==> config.mk <==
export PLATFORM = sky130hd
export DESIGN_NAME = fetch_unit_rv
export DESIGN_NICKNAME = d
export VERILOG_FILES = /design/src/rtl/rv_core_pkg.sv /design/src/rtl/fetch_pc_next.sv /design/src/rtl/fetch_unit_rv.sv
export SDC_FILE = /design/constraint.sdc
export NUM_CORES = 1
export LEC_CHECK = 0
export CORE_AREA = 2 2 110 112
export CTS_BUF_LIST = sky130_fd_sc_hd__clkbuf_16
export CTS_CLUSTER_DIAMETER = 100
export DETAILED_ROUTE_END_ITERATION = 10
export DIE_AREA = 0 0 112 114
export GPL_TIMING_DRIVEN = 0
export HOLD_SLACK_MARGIN = 0.03
export MAX_ROUTING_LAYER = met4
export PLACE_DENSITY = 0.9
export SLEW_MARGIN = 20
export SYNTH_ARGS = -nofsm -noshare
export SYNTH_HDL_FRONTEND = slang
export SYNTH_SLANG_ARGS = --single-unit
==> constraint.sdc <==
create_clock -name clock -period 2.25 [get_ports clock]
set_input_delay 0.225 -clock clock [delete_from_list [all_inputs] [get_ports clock]]
set_output_delay 0.225 -clock clock [all_outputs]
set_load 0.02 [all_outputs]
==> src/rtl/rv_core_pkg.sv <==
// Shared constants, opcodes and fetch-state encoding for the minimal RV32I core.
package rv_core_pkg;
  localparam logic [6:0]  OPCODE_OP        = 7'b0110011;
  localparam logic [6:0]  OPCODE_OP_IMM    = 7'b0010011;
  localparam logic [31:0] NOP_INSTR        = 32'h0000_0013;
  localparam logic [31:0] DEFAULT_RESET_PC = 32'h0000_0000;

  typedef enum logic [1:0] {
    FETCH_REQ  = 2'd0,
    FETCH_WAIT = 2'd1,
    EXECUTE    = 2'd2,
    FAULT      = 2'd3
  } fetch_state_e;
endpackage

==> src/rtl/fetch_pc_next.sv <==
// Next-PC candidate selection (redirect target or pc+4) and alignment check.
module fetch_pc_next (
  input  logic        i_next_pc_valid,
  input  logic [31:0] i_pc,
  input  logic [31:0] i_next_pc,
  output logic [31:0] o_candidate,
  output logic        o_misaligned
);
  logic [31:0] w_seq_pc;

  // pc+4 wraps naturally at 32 bits
  assign w_seq_pc     = i_pc + 32'd4;
  assign o_candidate  = i_next_pc_valid ? i_next_pc : w_seq_pc;
  assign o_misaligned = (o_candidate[1:0] != 2'b00);
endmodule

==> src/rtl/fetch_unit_rv.sv <==
// Single-issue instruction fetch and PC sequencing for the RV32I core.
// Optional FETCH_WAIT timeout fault enabled by defining FETCH_UNIT_RV_TIMEOUT_EN.
//
// state      | meaning
// FETCH_REQ  | request word at pc, hold until imem accepts
// FETCH_WAIT | request accepted, waiting for response word
// EXECUTE    | instruction held for the ALU until exec_done
// FAULT      | misaligned target (or fetch timeout); held until reset
module fetch_unit_rv
  import rv_core_pkg::*;
#(
  parameter logic [31:0] RESET_PC       = DEFAULT_RESET_PC,
  parameter int          TIMEOUT_CYCLES = 64
) (
  input  logic        clock,
  input  logic        reset,
  output logic        imem_req_valid,
  input  logic        imem_req_ready,
  output logic [31:0] imem_req_addr,
  input  logic        imem_rsp_valid,
  input  logic [31:0] imem_rsp_data,
  output logic [31:0] instruction,
  output logic        instruction_valid,
  output logic        register_type_alu,
  output logic        immediate_type_alu,
  output logic [31:0] pc,
  input  logic        exec_done,
  input  logic        next_pc_valid,
  input  logic [31:0] next_pc,
  output logic [31:0] retired_count,
  output logic        fetch_fault
);
  if (RESET_PC[1:0] != 2'b00) begin : g_bad_reset_pc
    $error("fetch_unit_rv: RESET_PC must be 4-byte aligned");
  end
  if (TIMEOUT_CYCLES < 1 || TIMEOUT_CYCLES > 65535) begin : g_bad_timeout
    $error("fetch_unit_rv: TIMEOUT_CYCLES must fit the 16-bit wait counter");
  end

  fetch_state_e r_state, w_state_next;
  logic [31:0]  r_pc, r_instr, r_retired;
  logic [31:0]  w_candidate;
  logic         w_misaligned;
  logic         w_take_rsp, w_retire;

  fetch_pc_next u_pc_next (
    .i_next_pc_valid (next_pc_valid),
    .i_pc            (r_pc),
    .i_next_pc       (next_pc),
    .o_candidate     (w_candidate),
    .o_misaligned    (w_misaligned)
  );

`ifdef FETCH_UNIT_RV_TIMEOUT_EN
  localparam logic [15:0] TO_LAST = 16'(TIMEOUT_CYCLES - 1);
  logic [15:0] r_wait_cnt;
  logic        w_timeout;

  // a response arriving on the limit cycle takes priority over the fault
  assign w_timeout = (r_state == FETCH_WAIT) && !imem_rsp_valid && (r_wait_cnt == TO_LAST);

  always_ff @(posedge clock) begin
    if (reset || r_state != FETCH_WAIT) begin
      r_wait_cnt <= '0;
    end else if (!imem_rsp_valid) begin
      r_wait_cnt <= r_wait_cnt + 16'd1;
    end
  end
`else
  logic w_timeout;
  assign w_timeout = 1'b0;
`endif

  always_comb begin
    w_state_next = r_state;
    w_take_rsp   = 1'b0;
    w_retire     = 1'b0;
    unique case (r_state)
      FETCH_REQ:  if (imem_req_ready) w_state_next = FETCH_WAIT;
      FETCH_WAIT: begin
        if (imem_rsp_valid) begin
          w_take_rsp   = 1'b1;
          w_state_next = EXECUTE;
        end else if (w_timeout) begin
          w_state_next = FAULT;
        end
      end
      EXECUTE: begin
        if (exec_done) begin
          w_retire     = 1'b1;
          w_state_next = w_misaligned ? FAULT : FETCH_REQ;
        end
      end
      FAULT:   w_state_next = FAULT;
      default: w_state_next = FETCH_REQ;
    endcase
  end

  always_ff @(posedge clock) begin
    if (reset) begin
      r_state   <= FETCH_REQ;
      r_pc      <= RESET_PC;
      r_instr   <= NOP_INSTR;
      r_retired <= '0;
    end else begin
      r_state <= w_state_next;
      if (w_take_rsp) r_instr <= imem_rsp_data;
      if (w_retire) begin
        r_retired <= r_retired + 32'd1;
        if (!w_misaligned) r_pc <= w_candidate;
      end
    end
  end

  assign imem_req_valid     = (r_state == FETCH_REQ);
  assign imem_req_addr      = r_pc;
  assign pc                 = r_pc;
  assign instruction        = r_instr;
  assign instruction_valid  = (r_state == EXECUTE);
  assign register_type_alu  = instruction_valid && (r_instr[6:0] == OPCODE_OP);
  assign immediate_type_alu = instruction_valid && (r_instr[6:0] == OPCODE_OP_IMM);
  assign retired_count      = r_retired;
  assign fetch_fault        = (r_state == FAULT);
endmodule
==> key figures <==
Route
  • DR top layer: met4
  • Met2 WL: 7350 um
  • Metal3 WL: 1370 um
  • ANT nets after route: 0
  • Post-Route WL: 15700 um
  • Routed WL per cell: 15.9 um
  • Remaining DRCs: 0
  • Via Count: 5385
  • Routed vias/inst: 5.46
  • Routed length on met1: 6610 um
  • DR pass1 iterations: 6
  • 1st-iter DRT viols: 491

Worst setup path
  • Worst Path Arrival: 1960 ps
  • Reg2Reg Launch Point: imem_req_addr[4]
  • Setup Crit Path Kind: register to output pin
  • Critical path peak fanout: 3
  • CP Launch Point: instruction[4]
  • CP endpoint kind: output pin
  • Reg2reg setup slack: 100 ps
  • CP Launch Type: register
  • Reg-to-reg endpoint: imem_req_addr[27]
  • CP required: 2030 ps
  • R2R cell count: 5
  • CP Capture Point: immediate_type_alu

GRT
  • First-pass GRT wire length: 24400 um
  • Largest net degree at the start of global routing: 18
  • GR Overflow Total: 0
  • All-Layer GR Usage: 24.4%
  • Vias in the first global route: 4875
  • Initial antenna violation count: 0

Clock network
  • CTS clk-pin slew, worst paths: 70 ps
  • Hold buffer count at cts: 0
  • Clock root buffer: clkbuf_16
  • Worst-Skew Late Latency: 350 ps
  • Max Buffers Root-to-Sink: 2
  • CTS tree: built
  • Htree depth: 3
  • Setup Buffers After CTS: 0
  • Num Clock Sinks: 98
  • CTS buffer count: 9

Final layout
  • NumNets Final: 906
  • Fin util: 63.7%
  • Area occupied by multi-input gates: 2550 um^2
  • Diode count: 0
  • Commonest non-fill, non-tap cell in the layout: clkdlybuf4s50_1
  • Area delta synth->final: 52.9%
  • Most frequent cells in the layout: clkdlybuf4s50_1, nand2_1, dfxtp_1
  • Layout cells sized above 1: 9.65%
  • Final cell count without fillers: 986
  • Filler instances: 1019
  • Register area: 1970 um^2

STA
  • Hold Slack: 421 ps
  • Final hold violation count: 0
  • Final setup violating endpoints: 0
  • Period utilization: 97.3%
  • Fin Clk Skew: 7.89 ps
  • RSZ-0062 raised after global routing: true
  • Worst slew pin tran: 683 ps
  • Period minus WS final: 2190 ps
  • Worst slew margin relative to its limit: 54.5%
  • Final Max Tran Viols: 0
  • Achievable Freq: 457 MHz

Synth
  • Syn avg cell area: 7.84 um^2
  • Main combinational cell family by area after synthesis: simple AND/OR/NAND/NOR gates
  • Ys flop type: dfxtp_1
  • Synth Area in Compound Gates: 15.7%
  • Multiplexer area fraction after synthesis: 0.642%
  • #FFs+latches synth: 98
  • Synth Area in Simple Gates: 28.7%
  • Number of synthesized flops with an enable pin: 0
  • Cells after synthesis: 622
  • Adder and majority gate portion of the synthesized area: 0.513%
  • Mapped Nets: 694
  • Unique masters post-synth: 58
  • Sequential share of the synthesized area: 40.2%
  • Yosys warnings: 0
  • Synth Cell Area: 4880 um^2
  • Async S/R FF share, synth: 0%
  • XOR/XNOR Fraction of Synth Area: 5.39%

Hold path
  • Worst hold stages: 3
  • Worst hold path type: primary input to register

Die
  • Die Span X: 112 um
  • Chip height: 114 um
  • Die ar.: 12800 um^2
  • Initial Utilization: 41.6%
  • # IOs: 203
  • Row Count: 40
  • Core ar.: 11700 um^2

Placement
  • Hpwl dp: 11500 um
  • Placed insts: 970
  • IO Port Bufs: 201
  • Final weighted congestion in routability-driven placement: 0.943

Pwr
  • VDD IR max: 0.362 mV
  • Total power: 0.00392 W
  • Leakage: 2.70 nW
  • PD cells: 526 nW/um^2

Flow run
  • Max_cap viols: 0

Status
  • Status: finished, final reports clean
## metrics by stage
step	worst slack (ps)	TNS (ps)	instance area [um^2]
CTS	0.492	0	7400
floorplan	179	0	4880
detailed placement	-389	-5740	7070
global placement	-364	-5470	7070
finish	61.6	0	7460
global route	-19.8	-35.4	7460
## how the worst min path moves through the flow
stage	start	endpoint	slack, ps
after floorplan	imem_rsp_data[0]	instruction[0]	350
after global placement	instruction[13]	instruction[13]	440
after detailed placement	instruction[15]	instruction[15]	450
after CTS	imem_rsp_data[14]	instruction[14]	410
after global routing	imem_rsp_data[18]	instruction[18]	420
final	imem_rsp_data[14]	instruction[14]	420
## sequential cells by signal, indices dropped and copies added, names as in the netlist
| signal | flops |
|---|---|
| imem_req_addr | 32 |
| instruction | 32 |
| retired_count | 32 |
| r_state | 2 |
## critical path, stage by stage (launching register included)
cell and delay, ps:
dfxtp_1 340, nor4bb_2 360, nand4b_1 190, nor2_1 120, clkdlybuf4s50_1 610
## cell families after synthesis
logic type                 after synthesis
muxes                                    3
and+or+nand+nor                        287
DFF                                     98
xor gates and xnor gates                30
AOI/OAI and AO/OA                      121
adders and majority gates                2
buffers and inverters                   81
## power by group
part / switching [W] / leakage [nW] / internal, W
combinational: 0.000264 / 1.76 / 0.000267
clock: 0.000705 / 0.147 / 0.000871
sequential: 0.0000402 / 0.794 / 0.00178
total: 0.00101 / 2.70 / 0.00291
## timing repair
item                       CTS  global route
pin swaps                    0             1
gates resized for setup      7            16
setup endpoints to repair   11            33
## metal layers
metal,up-vias,global-route usage (%)
li1,2572,-
met1,2487,30.8
met2,293,38.3
met3,33,5.31
met4,0,10.1
met5,-,-
## layout make-up
cell class | count | area share, %
tap | 147 | 2.47
clock buffer | 9 | 3.02
timing repair buffer | 201 | 27.0
buffer | 72 | 5.42
multi-input combinational | 443 | 34.2
sequential | 98 | 26.4
inverter | 9 | 0.503
clock inverter | 7 | 0.990
## synthesized netlist by cell type, drive strengths merged (8+ instances only)
cell | count | area [um^2]
xor2 | 25 | 219
nand3 | 34 | 175
nor2 | 58 | 218
dfxtp | 98 | 1960
inv | 8 | 30.0
o21ai | 21 | 105
nand4 | 23 | 144
buf | 42 | 287
nor3 | 13 | 70.1
clkbuf | 30 | 113
a21oi | 49 | 245
and3 | 11 | 68.8
nand2 | 111 | 417
Note: power is estimated with default switching activity, not from simulation.
==> RTL change 1: new RTL, same settings <==
Register the output `retired_count` once more, with the module's reset; this adds one clock of latency there. The other outputs are not delayed to match.
--- a/src/rtl/fetch_unit_rv.sv
+++ b/src/rtl/fetch_unit_rv.sv
@@ -119,6 +119,12 @@
   assign instruction_valid  = (r_state == EXECUTE);
   assign register_type_alu  = instruction_valid && (r_instr[6:0] == OPCODE_OP);
   assign immediate_type_alu = instruction_valid && (r_instr[6:0] == OPCODE_OP_IMM);
-  assign retired_count      = r_retired;
+  always_ff @(posedge clock) begin
+    if (reset) begin
+      retired_count <= '0;
+    end else begin
+      retired_count <= r_retired;
+    end
+  end
   assign fetch_fault        = (r_state == FAULT);
 endmodule
Formal check against the unedited RTL: not equivalent (Yosys sat finds a counterexample within 4 cycles, from zero or initial values and one cycle with reset high).
==> RTL change 1 against the unedited design <==
Synthesized area increased by 20%. Sequential cell count increased by 32. Power increased by 42%. Wire length increased by 14%. Worst setup slack improved by 0.023 ns. Count of clock-buffer cells in the layout increased by 8. Design area increased by 16%. Via count increased by 12%. Largest cell class unchanged. Largest power group is now clock.
==> RTL change 1: results (changes against the unedited design) <==
CLOCK NETWORK
--------------------------------------------------------------------------------------
Total clock buffers created by CTS                                                  17   +8
Buffer type at the clock tree root                                           clkbuf_16
Insertion delay of the later-clocked pin in the worst-skew pair                0.42 ns   +0.07 ns
Max Root-Sink Buffers                                                                2   unchanged
CTS H-tree depth                                                                     4   +1
Clk pin slew, worst setup/hold paths                                           0.06 ns

GLOBAL ROUTE
--------------------------------------------------------------------------------------
GRT Total Usage                                                                 28.36%   +3.9 points
Via count of the first global-routing pass                                        5835   +20%
Antenna violations before repair                                                     0   unchanged
Pin count of the biggest net entering global routing                                17   -1
First-pass GRT wire length                                                    28410 um   +16%

OUTCOME
--------------------------------------------------------------------------------------
Result of the run                                                         complete, no violations

STA
--------------------------------------------------------------------------------------
Slew at the pin closest to its max-slew limit                                0.6632 ns   -0.01967 ns
Largest clock skew in the final design                                     0.009324 ns   +0.001432 ns

SYNTH
--------------------------------------------------------------------------------------
Fraction of the yosys area taken by sequential cells                            44.44%   +4.2 points
Synth Warn #                                                                         0   unchanged
Leading cell types by total area after synthesis                          dfxtp_1 (44%), nand2_1 (6.7%), nor2_1 (4.7%)
Post-synthesis async set-or-reset flop share                                        0%   unchanged
Synthesized net count                                                              772   +11%
Commonest cells in the synthesized netlist                                dfxtp_1 (130), nand2_1 (105), nor2_1 (73)
Synthesized netlist cell count                                                     700   +13%
Number of distinct standard cells referenced by the synthesized netlist             64   +10%

DRT
--------------------------------------------------------------------------------------
Detailed-route vias per instance                                                 5.561   +1.8%
DRT iter0 DRCs                                                                     527   +7.3%
Detailed Route WL                                                             17850 um   +14%
Number of detailed-routing iterations run before antenna repair                      6   unchanged

PLACEMENT
--------------------------------------------------------------------------------------
Dpl hpwl                                                                      12640 um   +9.5%
Standard cell area after detailed placement                                   8061 um2   +14%
Number of input and output port buffers inserted                                   202   +0.50%
GP Congestion                                                                   0.9384   -0.47%

POWER AND IR DROP
--------------------------------------------------------------------------------------
Net switching share of the total power                                          24.06%   -1.7 points
Leak Pwr                                                                      3.228 nW   +19%
Largest voltage drop on the vdd net                                        0.0004781 V   +32%

WORST HOLD PATH
--------------------------------------------------------------------------------------
Min-Delay Path Class                                                            in2reg

WORST SETUP PATH
--------------------------------------------------------------------------------------
Crit-path max cell delay                                                       0.49 ns   -0.12 ns
Critical Path Fanout Max                                                            10   +7
Worst path top cell family by delay                                       simple AND/OR/NAND/NOR gates
Worst Path Arrival                                                             2.46 ns   +0.50 ns
Cell with the largest stage delay on the worst path                            dfxtp_1

FINISH
--------------------------------------------------------------------------------------
Final layout net count                                                             995   +9.8%
Layout cell share with drive strength beyond 1                                  9.829%   +0.17 points
N_diodes                                                                             0   unchanged
Non-Filler Instances                                                              1083   +9.8%

## RTL change 1: layer usage
| metal | routed length, um | share of wire (%) | global-route usage, % |
|---|---|---|---|
| met1 | 7020 | 39 | 33.36 |
| met4 | 581 | 3.3 | 12.28 |
| met5 | 0 | 0 | - |
| met2 | 8687 | 49 | 46.75 |
| met3 | 1557 | 8.7 | 6.748 |
## RTL change 1: kinds of logic after synthesis
group                      share of synthesized area [%]
xor gates and xnor gates                           4.188
buffers and inverters                              7.607
muxes                                              1.090
adders and majority gates                         0.4273
DFF                                                44.44
AOI/OAI and AO/OA                                  12.50
and+or+nand+nor                                    29.74
## RTL change 1: power by group through the flow
stage | logic [mW] | clock network (mW) | registers (mW)
global route | 0.562 | 2.78 | 2.38
floorplan | 0.196 | 0 | 2.46
detailed placement | 0.517 | 0 | 2.43
global placement | 0.509 | 0 | 2.42
finish | 0.527 | 2.65 | 2.38
CTS | 0.525 | 2.66 | 2.38
## RTL change 1: path summary, 6_finish.rpt
kind / start / to / slack, ns / cells after the start
min: imem_rsp_data[26] / instruction[26] / 0.36 / 3
max reg2reg: imem_req_addr[7] / imem_req_addr[25] / 0.08 / 5
min reg2reg: instruction[21] / instruction[21] / 0.46 / 2
max: imem_req_addr[7] / imem_req_addr[25] / 0.08 / 5
## RTL change 1: cell type report
type                            instances  area, um2
Timing Repair Buffer                  204       2042
Inverter                                9      33.78
Buffer                                 71      411.6
Clock buffer                           17      425.4
Sequential cell                       130       2603
Clock inverter                         15      141.4
Tap cell                              147      183.9
Fill cell                             851       3049
Multi-Input combinational cell        490       2821
## RTL change 1: repair_timing
action,CTS,global route
gates resized for setup,2,3
setup buffers,0,2
pin swaps,0,1
endpoints found under the setup margin,3,9
## RTL change 1: worst min-delay path, stage by stage
cell             delay (ns)
clkdlybuf4s50_1        0.40
nand2_1                0.05
a21oi_1                0.05
## RTL change 1: per-stage QoR
step	total power, mW	setup slack (ns)	util [%]	TNS (ns)	hold WS [ns]
finish	5.556	0.08462	73.96	0	0.3565
global route	5.720	0.01890	73.96	0	0.3622
global placement	2.932	-0.02571	68.84	-0.1313	0.4408
detailed placement	2.942	-0.06478	68.84	-0.7449	0.4470
floorplan	2.658	0.2725	-	0	0.3493
CTS	5.564	0.03930	73.75	0	0.3546
==> RTL change 2: new RTL, config.mk and constraints unchanged <==
Made on the original files. Add a define of `FETCH_UNIT_RV_TIMEOUT_EN`.
--- a/src/rtl/fetch_unit_rv.sv
+++ b/src/rtl/fetch_unit_rv.sv
@@ -6,6 +6,8 @@
 // FETCH_WAIT | request accepted, waiting for response word
 // EXECUTE    | instruction held for the ALU until exec_done
 // FAULT      | misaligned target (or fetch timeout); held until reset
+`define FETCH_UNIT_RV_TIMEOUT_EN
+
 module fetch_unit_rv
   import rv_core_pkg::*;
 #(
Check against the original RTL: no difference found for any inputs over 10 cycles, from zero or initial values and one cycle with reset high; that may be too few to reach the edited logic, so the function may still have changed.
==> RTL change 2 against the unedited design <==
Wire length up 16%. Design area grew 15%. Clock power grew 74%. Synthesized area rose by 17%. Maximum frequency up 1.4%. First-iteration DRC count increased by 29%. Largest cell class unchanged. Sequential cell count rose by 16. Sequential power up 15%. Worst setup slack better by 0.030 ns. Power grew 37%.
==> RTL change 2: results (changes against the unedited design) <==
DRT
--------------------------------------------------------------------------------------
Total number of vias                                                              6334   +18%
Number of detailed-routing iterations run before antenna repair                      6   unchanged
Detailed Route WL                                                             18240 um   +16%
Detailed-route vias per instance                                                 5.737   +5.1%
DRT iter0 DRCs                                                                     631   +29%

PLACEMENT
--------------------------------------------------------------------------------------
GP Congestion                                                                   0.9480   +0.55%
Worst slack at placement                                                    -0.3107 ns   +0.07815 ns
Number of input and output port buffers inserted                                   200   -0.50%
Dpl hpwl                                                                      12970 um   +12%
# placed instances                                                                1071   +10%

SYNTH
--------------------------------------------------------------------------------------
Synthesized net count                                                              797   +15%
Number of distinct standard cells referenced by the synthesized netlist             61   +5.2%
Fraction of the yosys area taken by sequential cells                            39.88%   -0.36 points
Synthesized netlist cell count                                                     724   +16%
Commonest cells in the synthesized netlist                                dfxtp_1 (114), nand2_1 (109), nor2_1 (84)
Leading cell types by total area after synthesis                          dfxtp_1 (40%), nand2_1 (7.1%), nor2_1 (5.5%)

WORST SETUP PATH
--------------------------------------------------------------------------------------
Source of the worst register-to-register timing path                      imem_req_addr[2]
Worst Path Arrival                                                             2.45 ns   +0.49 ns
Start-to-end type of the worst setup path                                      reg2reg
Worst R2R Path Depth                                                                 6   +1
Critical Path Fanout Max                                                             9   +6
Crit-path max cell delay                                                       0.56 ns   -0.05 ns
Cell with the largest stage delay on the worst path                              or4_4

CLOCK NETWORK
--------------------------------------------------------------------------------------
Total clock buffers created by CTS                                                  17   +8
Insertion delay of the later-clocked pin in the worst-skew pair                0.41 ns   +0.06 ns
CTS H-tree depth                                                                     4   +1
Clk pin slew, worst setup/hold paths                                           0.05 ns   -0.02 ns
Max Root-Sink Buffers                                                                2   unchanged

GLOBAL ROUTE
--------------------------------------------------------------------------------------
GRT Total Usage                                                                 28.56%   +4.1 points
Via count of the first global-routing pass                                        5798   +19%
Pin count of the biggest net entering global routing                                17   -1
First-pass GRT wire length                                                    28290 um   +16%

OUTCOME
--------------------------------------------------------------------------------------
Result of the run                                                         complete, no violations

FINISH
--------------------------------------------------------------------------------------
Layout cell share with drive strength beyond 1                                  10.34%   +0.69 points
Final layout net count                                                            1017   +12%
Filler cells                                                                       901   -12%

POWER AND IR DROP
--------------------------------------------------------------------------------------
Largest voltage drop on the vdd net                                        0.0005981 V   +65%
Switching power                                                               1.315 mW   +30%
Leak Pwr                                                                      3.084 nW   +14%

STA
--------------------------------------------------------------------------------------
Largest clock skew in the final design                                      0.01139 ns   +0.003496 ns
Setup WS post-layout                                                        0.09153 ns   +0.02990 ns
Slew at the pin closest to its max-slew limit                                0.7666 ns   +0.08377 ns

WORST HOLD PATH
--------------------------------------------------------------------------------------
Hold_sp                                                                   imem_rsp_valid

RTL change 2: layer usage:
layer,track usage (%),part of all wire [%]
met1,34.24,41
met4,10.57,2.0
met3,7.758,9.8
met5,-,0
met2,46.42,47
RTL change 2: cell type report:
class	instances	share of cell area, %
clock buffers	17	4.966
flip-flops and latches	114	26.67
multi-input cells	528	35.25
clock inverters	15	2.133
plain buffers	73	5.010
repair buffers	201	23.43
inverters	9	0.3944
well taps	147	2.147
RTL change 2: repair_timing:
action / 4_1_cts / 5_1_grt
cloned: 0 / 0
resized for setup: 7 / 7
endpoints found under the setup margin: 3 / 16
pin swaps: 1 / 0
buffers inserted: 0 / 1
RTL change 2: cells by family after synthesis:
logic type | synth area share, %
AND/OR/NAND/NOR | 29.54
AO/OA/AOI/OAI | 14.08
flip-flops | 39.88
buffers and inverters | 8.067
XOR/XNOR | 6.734
multiplexers | 1.049
adder cells (fa/ha/maj) | 0.6560
RTL change 2: path summary, 6_finish.rpt:
check / to
worst min register to register: instruction[29]
worst max-delay path: imem_req_addr[28]
worst min-delay path: r_wait_cnt[1]
worst max register to register: imem_req_addr[28]
RTL change 2: critical path: cells and delay by family, from the launching register on:
family	cells	cell delay, ns
and+or+nand+nor	3	0.97
adders and majority gates	1	0.24
AOI/OAI and AO/OA	2	0.42
DFF	1	0.42
RTL change 2: power groups by stage:
stage                     registers, mW  logic (mW)  clock network (mW)
after floorplan                    2.17       0.203                   0
after global placement             2.14       0.522                   0
after detailed placement           2.14       0.526                   0
after CTS                          2.10       0.535                2.76
after global routing               2.10       0.575                2.86
final                              2.10       0.540                2.75
RTL change 2: stage by stage:
step	total power, mW	hold slack, ns	TNS, ns	util (%)	area (um2)
after floorplan	2.376	0.3493	0	-	5723
after global placement	2.657	0.4401	-5.012	67.53	7909
after detailed placement	2.664	0.4457	-5.602	67.53	7909
after CTS	5.393	0.3016	0	72.84	8531
after global routing	5.534	0.3337	0	73.14	8566
final	5.389	0.2948	0	73.14	8566
